==> config.mk <==
export PLATFORM = sky130hd
export DESIGN_NAME = sha256_msg_schedule
export DESIGN_NICKNAME = d
export VERILOG_FILES = /design/src/rtl/sha256_msg_schedule.sv
export SDC_FILE = /design/constraint.sdc
export NUM_CORES = 1
export LEC_CHECK = 0
export BUFFER_PORTS_ARGS = -buffer_cell sky130_fd_sc_hd__buf_2
export CAP_MARGIN = 30
export CORE_MARGIN = 3
export CORE_UTILIZATION = 52
export CTS_CLUSTER_DIAMETER = 200
export DETAILED_ROUTE_END_ITERATION = 16
export PLACE_DENSITY_LB_ADDON = 0.2
export RECOVER_POWER = 50
export SYNTH_ARGS = -nofsm -noshare
export SYNTH_HDL_FRONTEND = slang
export SYNTH_SLANG_ARGS = --single-unit
==> constraint.sdc <==
create_clock -name CLK -period 7.7 [get_ports CLK]
set_input_delay 0.385 -clock CLK [delete_from_list [all_inputs] [get_ports CLK]]
set_output_delay 0.385 -clock CLK [all_outputs]
set_load 0.05 [all_outputs]
==> src/rtl/sha256_msg_schedule.sv <==
// SHA-256 message schedule expander: reads W0..W15 back from the shared RAM,
// then generates W16..W63 one word per six cycles and writes them back.
module sha256_msg_schedule #(
    parameter int unsigned W_BASE  = 128,
    parameter int unsigned N_WORDS = 64
) (
    input  logic        CLK,
    input  logic        RST,
    input  logic        ROM_READY,
    input  logic        START,
    output logic        BUSY,
    output logic        DONE,
    output logic        MEM_RE,
    output logic        MEM_WR,
    output logic [7:0]  MEM_ADDR,
    output logic [31:0] MEM_WDATA,
    input  logic [31:0] MEM_RDATA
);

    typedef enum logic [2:0] {
        IDLE, RD16, RD15, RD7, RD2, SUM, WB, FIN
    } state_t;

    localparam logic [7:0] BASE    = 8'(W_BASE);
    localparam logic [5:0] T_FIRST = 6'd16;
    localparam logic [5:0] T_LAST  = 6'(N_WORDS - 1);

    function automatic logic [31:0] sig0(input logic [31:0] x);
        return {x[6:0], x[31:7]} ^ {x[17:0], x[31:18]} ^ (x >> 3);
    endfunction

    function automatic logic [31:0] sig1(input logic [31:0] x);
        return {x[16:0], x[31:17]} ^ {x[18:0], x[31:19]} ^ (x >> 10);
    endfunction

    state_t      state_q, state_d;
    logic [5:0]  t_q, t_d;
    logic        busy_q, busy_d;
    logic        done_q, done_d;
    logic        re_q, re_d;
    logic        wr_q, wr_d;
    logic [7:0]  addr_q, addr_d;
    logic [31:0] a_q, a_d;
    logic [31:0] b_q, b_d;
    logic [31:0] c_q, c_d;
    logic [31:0] d_q, d_d;
    logic [7:0]  w_addr;

    assign w_addr = BASE + {2'b00, t_q};

    always_comb begin
        state_d = state_q;
        t_d     = t_q;
        busy_d  = busy_q;
        done_d  = 1'b0;
        re_d    = 1'b0;
        wr_d    = 1'b0;
        addr_d  = addr_q;
        a_d     = a_q;
        b_d     = b_q;
        c_d     = c_q;
        d_d     = d_q;
        unique case (state_q)
            IDLE: begin
                busy_d = 1'b0;
                if (START && ROM_READY) begin
                    state_d = RD16;
                    t_d     = T_FIRST;
                    busy_d  = 1'b1;
                    re_d    = 1'b1;
                    addr_d  = BASE;
                end
            end
            RD16: begin
                state_d = RD15;
                re_d    = 1'b1;
                addr_d  = w_addr - 8'd15;
            end
            RD15: begin
                a_d     = MEM_RDATA;
                state_d = RD7;
                re_d    = 1'b1;
                addr_d  = w_addr - 8'd7;
            end
            RD7: begin
                b_d     = MEM_RDATA;
                state_d = RD2;
                re_d    = 1'b1;
                addr_d  = w_addr - 8'd2;
            end
            RD2: begin
                c_d     = MEM_RDATA;
                state_d = SUM;
            end
            SUM: begin
                d_d     = MEM_RDATA;
                state_d = WB;
                wr_d    = 1'b1;
                addr_d  = w_addr;
            end
            WB: begin
                if (t_q == T_LAST) begin
                    state_d = FIN;
                    done_d  = 1'b1;
                    busy_d  = 1'b0;
                end else begin
                    // next word starts at W[t+1-16]
                    t_d     = t_q + 6'd1;
                    state_d = RD16;
                    re_d    = 1'b1;
                    addr_d  = w_addr - 8'd15;
                end
            end
            FIN: begin
                state_d = IDLE;
                busy_d  = 1'b0;
            end
            default: begin
                state_d = IDLE;
                busy_d  = 1'b0;
            end
        endcase
    end

    always_ff @(posedge CLK) begin
        if (RST) begin
            state_q <= IDLE;
            t_q     <= T_FIRST;
            busy_q  <= 1'b0;
            done_q  <= 1'b0;
            re_q    <= 1'b0;
            wr_q    <= 1'b0;
            addr_q  <= 8'd0;
            a_q     <= 32'd0;
            b_q     <= 32'd0;
            c_q     <= 32'd0;
            d_q     <= 32'd0;
        end else begin
            state_q <= state_d;
            t_q     <= t_d;
            busy_q  <= busy_d;
            done_q  <= done_d;
            re_q    <= re_d;
            wr_q    <= wr_d;
            addr_q  <= addr_d;
            a_q     <= a_d;
            b_q     <= b_d;
            c_q     <= c_d;
            d_q     <= d_d;
        end
    end

    // Write data is a pure function of the operand flops, so it is 0 after reset.
    assign MEM_WDATA = sig1(d_q) + c_q + sig0(b_q) + a_q;
    assign BUSY      = busy_q;
    assign DONE      = done_q;
    assign MEM_RE    = re_q;
    assign MEM_WR    = wr_q;
    assign MEM_ADDR  = addr_q;

endmodule
==> results of run 1 <==
-- metal layers --
metal	wire length (um)	GRT usage
met1	11700	0.368
met2	12800	0.451
met3	1730	0.0402
met4	553	0.0695
met5	0	0
-- area by class of cell --
cell class	count	area (um^2)
Fill cell	1679	7300
Timing Repair Buffer	87	435
Clock inverter	8	146
Tap cell	229	287
Inverter	127	477
Clock buffer	23	478
Multi-Input combinational cell	892	6110
Sequential cell	149	2980
-- power breakdown --
group          switching, mW  leakage, nW  internal (mW)
sequential            0.0189         1.20          0.788
clock                  0.322        0.304          0.567
combinational          0.226         2.99         0.0909
-- worst min path at each step --
stage | start | to
4_1_cts | MEM_RDATA[31] | d_q[31]
3_5_place_dp | a_q[14] | a_q[14]
5_1_grt | MEM_RDATA[31] | c_q[31]
2_1_floorplan | a_q[10] | a_q[10]
3_3_place_gp | c_q[11] | c_q[11]
6_report | MEM_RDATA[15] | a_q[15]
-- cells in the mapped netlist, drive strengths merged (3+ instances only) --
| cell type | n | area share |
|---|---|---|
| o21ai | 26 | 0.013 |
| a21oi | 167 | 0.086 |
| nor3 | 13 | 0.0067 |
| o21bai | 6 | 0.0046 |
| inv | 126 | 0.048 |
| a22oi | 4 | 0.0031 |
| dfxtp | 149 | 0.31 |
| nor2 | 48 | 0.018 |
| o22ai | 4 | 0.0026 |
| nor2b | 3 | 0.0019 |
| a211oi | 6 | 0.0064 |
| nand2 | 281 | 0.11 |
| o311ai | 3 | 0.0027 |
| and4 | 3 | 0.0027 |
| nor3b | 3 | 0.0023 |
| a31oi | 5 | 0.0032 |
| fa | 62 | 0.13 |
| xnor2 | 93 | 0.083 |
| nand2b | 6 | 0.0038 |
| nand4 | 5 | 0.0032 |
| clkbuf | 53 | 0.020 |
| nand3 | 8 | 0.0041 |
| a21o | 13 | 0.010 |
| xor2 | 63 | 0.057 |
| and3 | 4 | 0.0026 |
| o21a | 6 | 0.0046 |
| ha | 35 | 0.045 |
-- registers in the layout, summed over array words and instances, names as in the netlist --
name,cells
a_q,32
MEM_WR,1
DONE,1
d_q,32
state_q,3
MEM_RE,1
t_q,6
MEM_ADDR,8
BUSY,1
c_q,32
b_q,32
-- placed cells by master (no fill, tap or decap), types with 6 or more instances in the layout --
| cell type | count |
|---|---|
| xnor2_1 | 93 |
| a21oi_1 | 167 |
| o21bai_1 | 6 |
| nor2_1 | 47 |
| inv_1 | 126 |
| o21ai_0 | 24 |
| nand2_1 | 281 |
| clkbuf_1 | 18 |
| nor3_1 | 12 |
| fa_1 | 62 |
| dfxtp_1 | 149 |
| nand2b_1 | 6 |
| clkbuf_16 | 17 |
| a21o_1 | 12 |
| ha_1 | 35 |
| nand3_1 | 8 |
| xor2_1 | 63 |
| buf_2 | 66 |
| o21a_1 | 6 |
-- cell families (layout without fill, tap and decap cells) --
group / after synthesis / in the layout / share of synthesized area
and+or+nand+nor: 381 / 381 / 0.159
AOI/OAI and AO/OA: 257 / 257 / 0.152
buffers and inverters: 181 / 245 / 0.0696
xor gates and xnor gates: 156 / 156 / 0.140
DFF: 149 / 149 / 0.306
adders and majority gates: 97 / 97 / 0.172
muxes: 1 / 1 / 0.00103
-- metrics by stage --
| step | hold WS [ps] | worst slack (ps) | instance area (um^2) |
|---|---|---|---|
| floorplan | 436 | 2860 | 9760 |
| finish | 240 | 2220 | 10900 |
| detailed placement | 446 | 2670 | 10300 |
| global route | 236 | 1950 | 10900 |
| global placement | 442 | 2740 | 10300 |
| CTS | 227 | 2210 | 10900 |
-- tightest hold or removal path, delay by kind of cell --
family | cells | cell delay (ps)
compound gates | 1 | 50
simple gates | 1 | 60
buf+inv | 1 | 130
==> run metrics, run 1 <==
status finished, violations left; failing checks max-capacitance violations, max-slew violations; max-cap viol count 2; H-tree levels 4; TritonCTS Buffers 17; clock buffer depth 2; RePlAce Congestion roughly 0.95; DR iter-0 viols 578; Max Clock Freq roughly 180 MHz; Via density 5.42; Nets 1407; Die Y ~140 um; total number of yosys warnings 0; reg2reg start state_q[1]; drt pass-1 iters 5; full die area 20400 um^2; CTS tree built; WP depth 16; sequential fraction of the synthesis area 0.306; DR DRC count 0; period utilization 0.711; fin crit period 5480 ps; initial antenna violation count 0; RR Endpoint b_q[0]; Power, Total about 2.0 mW; clock skew 7.74 ps; family with the most delay on the worst path compound AO/OA/AOI/OAI gates; Final Util 0.599; postcts setup bufs 0; Inst Count DP about 1500; synthesized area per cell ~8 um^2; critical path capture point MEM_WDATA[25]; Sink Count ~150; Final Instance Count excl. Fillers 1515; Worst Tran Pin Value approximately 2600 ps; WHS Path Cells 3; ys flop type dfxtp_1; setup TNS 0 ps; post-DP HPWL between 20 and 25 mm; Startpoint Class register; CTS root buffer clkbuf_16; Cells after Synth around 1200; area of the core between 15000 and 20000 um^2; synth unique cells 54; crit path DAT 5090 ps; RSZ-0062 raised after global routing no; Worst Path Class, Setup register to primary output; Worst Setup SP d_q[18]; row count between 40 and 50; I/O pins 80; Static Leak approximately 4.5 nW; vias in the first global route 7821; share of layout cells above drive strength 1 0.0848; Post-Syn Area 9760 um^2; ys async rst share 0; largest net degree at the start of global routing 90; min-delay worst type primary input to register; WL per Instance roughly 18 um; Port Buffer Count 79; CP max FO 4; Power Dens Cells 185 nW/um^2; Slew headroom -0.708; first-pass GRT wire length between 40 and 50 mm; Mapped Nets roughly 1400; GRT overflow 0; Worst-path clk slew about 60 ps; CP bufs+invs 2; number of synthesized flops with an enable pin 0; Area Overhead vs Synth 11.8%; Synth Register Bits roughly 150; via count a little over 8000; Clock Latency Late Sink about 420 ps; cells along the critical path xor2_1 > xnor2_1 > fa_1 > fa_1 > inv_1 > ha_1 > fa_1 > a21o_1 > a221o_1 > a211oi_4 > o21ai_1 > a41oi_2 > o21bai_1 > a21oi_1 > xnor2_1 > buf_2; Total Wirelength around 27 mm; Max Slew Vio Count 67; Slowest cell on crit path fa_1; Critical Path End Type primary output; Die Wd 143 um; Fin. Hold Viols 0; peak supply drop between 0.1 and 0.15 mV; post-cts sizing count 0; Post-DRT Antenna Nets 0; Crit path required time ~7300 ps; r2r setup slk about 3700 ps; antenna diode count 0; Total GRT Usage 0.270; final setup fails 0; crit-path max cell delay approximately 540 ps; most used cell, CP fa_1; initial core utilization 0.536; hold buffer count at CTS 0; worst r2r path cells 4
(Power assumes the default switching activity.)
==> run 2, diff against run 1 <==
--- a/config.mk
+++ b/config.mk
@@ -5,6 +5,7 @@
 export SDC_FILE = /design/constraint.sdc
 export NUM_CORES = 1
 export LEC_CHECK = 0
+export ABC_AREA = 1
 export BUFFER_PORTS_ARGS = -buffer_cell sky130_fd_sc_hd__buf_2
 export CAP_MARGIN = 30
 export CORE_MARGIN = 3
==> constraint.sdc (replaced) <==
create_clock -name CLK -period 5.2 [get_ports CLK]
set_input_delay 0.26 -clock CLK [delete_from_list [all_inputs] [get_ports CLK]]
set_output_delay 0.26 -clock CLK [all_outputs]
set_load 0.05 [all_outputs]
==> run 2 against run 1 <==
  * The run still ends with max-capacitance violations, max-slew violations left
  * Combinational power grew to 4.2 times the previous value
  * Clock skew shrank 1.0 ps
  * Synthesized area grew 7.7%
  * Cell area grew 6.6%
  * Final cell count grew 19%
  * Global-route usage grew 0.63 points
  * Register-to-register slack lost 3000 ps
  * Synthesized cell count grew 20%
  * Highest routed layer unchanged
==> run metrics, run 2 <==
final worst slack 738 ps; Max Slew Vio Count between 200 and 250; commonest cells after routing, fill and taps aside 282 x nand2_1, 246 x inv_1, 193 x nor2_1, 149 x dfxtp_1, 130 x o21ai_0; initial core utilization 0.535; postcts setup bufs 0; fin crit period 4460 ps; Area Overhead vs Synth 10.7%; full die area between 20000 and 25000 um^2; synthesized area per cell approximately 7.2 um^2; Nets ~1700; failing checks max-capacitance violations, max-slew violations; Clock Power Share 0.338; CTS tree built; Seq pwr share 0.324; min-delay worst type primary input to register; CP max FO 37; GRT overflow 0; met2 GRT Util 0.454; Critical Path End Type register; share of layout cells above drive strength 1 0.0830; synth unique cells 37; Total Wirelength slightly below 30 mm; area of the core 19700 um^2; ys flop type dfxtp_1; clock skew roughly 6.7 ps; Total GRT Usage 0.276; Startpoint Class register; Port Buffer Count 79; Sink Count ~150; Worst Path Class, Setup register to register; max-cap viol count 4; cells along the critical path clkinvlp_2 > nor2_1 > inv_2 > o211ai_1 > nand2_2 > a21oi_2; Int Power around 2.4 mW; Die Y roughly 150 um; peak supply drop approximately 0.28 mV; TritonCTS Buffers 17; post-cts sizing count 0; setup TNS 0 ps; vias in the first global route just under 9000; post-DP HPWL 23.1 mm; total number of yosys warnings 0; number of synthesized flops with an enable pin 0; count leader, synth nand2_1; Slew headroom -0.601; r2r setup slk between 700 and 800 ps; Post-DRT Antenna Nets 0; first-pass GRT wire length around 47 mm; area leader, netlist dfxtp_1; final setup fails 0; RePlAce Congestion ~0.95; Hold Path Sink d_q[7]; Max Clock Freq approximately 220 MHz; row count 51; Post-synth top cells 280 x nand2_1, 246 x inv_1, 192 x nor2_1; CTS root buffer clkbuf_16; hold buffer count at CTS 0; Worst-path clk slew ~60 ps; DR DRC count 0; met1 Use GR 0.368; RR Endpoint MEM_ADDR[3]; family with the most delay on the worst path simple AND/OR/NAND/NOR gates; Synth Register Bits about 150; I/O pins 80; Fin. Hold Viols 0; Synth area leaders dfxtp_1 28%, fa_1 12%, nand2_1 10%, inv_1 8.8%, nor2_1 6.9%; via count around 9100; status finished, violations left; Final Util 0.592; Clock Latency Late Sink about 430 ps; period utilization 0.858; most common cell after layout, fill and taps aside nand2_1; Static Leak approximately 5.5 nW; Mapped Nets ~1600; DR iter-0 viols 583; clock buffer depth 2; crit-path max cell delay roughly 1800 ps; Power Dens Cells 336 nW/um^2; CP bufs+invs 2; initial antenna violation count 0; part of the power in combinational logic 0.338; gr busiest metal met2; area fraction of the dominant cell type after synthesis 0.284; WL per Instance between 15 and 20 um; ys async rst share 0; hold path startpoint MEM_RDATA[7]; antenna diode count 0; sw power ~1.5 mW; Die Wd 148 um; Slowest cell on crit path nor2_1; Worst Tran Pin Value 2400 ps; WHS Path Cells 3; drt pass-1 iters 5; Via density ~5.0; Crit path required time between 5000 and 6000 ps; Setup WS pre-CTS around 1300 ps; largest net degree at the start of global routing 69; sw frac 0.383; sequential fraction of the synthesis area 0.284; reg2reg start state_q[2]; Post-Syn Area approximately 11000 um^2; Power, Total between 3 and 4 mW; RSZ-0062 raised after global routing no; Worst Setup SP state_q[2]; H-tree levels 4; crit path DAT 4810 ps; worst r2r path cells 6; Cells after Synth approximately 1500; GRT met3 Usage 0.0451
## run 2: cell count changes after synthesis, sizes merged, moves of 7 or more
| cell | delta |
|---|---|
| nor2 | +150 |
| a21oi | -73 |
| inv | +128 |
| a21o | -13 |
| xor2 | +9 |
| nor3 | -7 |
| o21ai | +106 |
| xnor2 | -27 |
| nand3 | +39 |
| clkbuf | -19 |
| nand2 | +8 |
| buf | +11 |
## run 2: layout make-up
cell class | count | area, um^2
repair buffers | 81 | 387
multi-input cells | 1016 | 6340
inverters | 254 | 960
clock inverters | 12 | 178
fillers | 1922 | 8020
clock buffers | 19 | 453
well taps | 265 | 332
flip-flops and latches | 149 | 2980
## run 2: through the flow
| stage | std cells | area [um^2] | hold WS, ps |
|---|---|---|---|
| after detailed placement | 1765 | 11100 | 454 |
| after global routing | 1796 | 11600 | 123 |
| after floorplan | 1465 | 10500 | 395 |
| after CTS | 1796 | 11700 | 92.4 |
| final | 1796 | 11600 | 100 |
| after global placement | 1765 | 11100 | 452 |
## run 2: cells by family (layout without fill, tap and decap cells)
family,count (synthesis),after routing,share of synthesized area
AOI/OAI and AO/OA,236,236,0.119
xor gates and xnor gates,138,138,0.115
adders and majority gates,97,97,0.160
buffers and inverters,300,366,0.109
DFF,149,149,0.284
and+or+nand+nor,545,545,0.213
## run 2: worst max path at each step
stage | end | slack [ps] | cells past startpoint
floorplan | MEM_WDATA[17] | 1220 | 15
global placement | MEM_WDATA[29] | 1330 | 15
detailed placement | MEM_WDATA[29] | 1260 | 15
CTS | MEM_WDATA[29] | 750 | 15
global route | MEM_ADDR[3] | 470 | 6
finish | MEM_ADDR[3] | 740 | 6
## run 2: worst reg2reg max path: stages (launching register included)
cell        delay, ps
dfxtp_1           500
clkinvlp_2        450
nor2_1           1800
inv_2             910
o211ai_1          540
nand2_2            80
a21oi_2           110
## run 2: routing by layer
layer,vias up,part of all wire
met5,-,0
met4,0,0.034
met3,60,0.063
met2,264,0.46
met1,4153,0.44
li1,4588,-
## run 2: power groups by stage
stage | clock (mW) | combinational [mW] | sequential (mW)
final | 1.32 | 1.32 | 1.27
after global routing | 1.37 | 1.45 | 1.27
after CTS | 1.33 | 1.33 | 1.26
after detailed placement | 0 | 1.32 | 1.29
after global placement | 0 | 1.31 | 1.29
after floorplan | 0 | 0.974 | 1.30
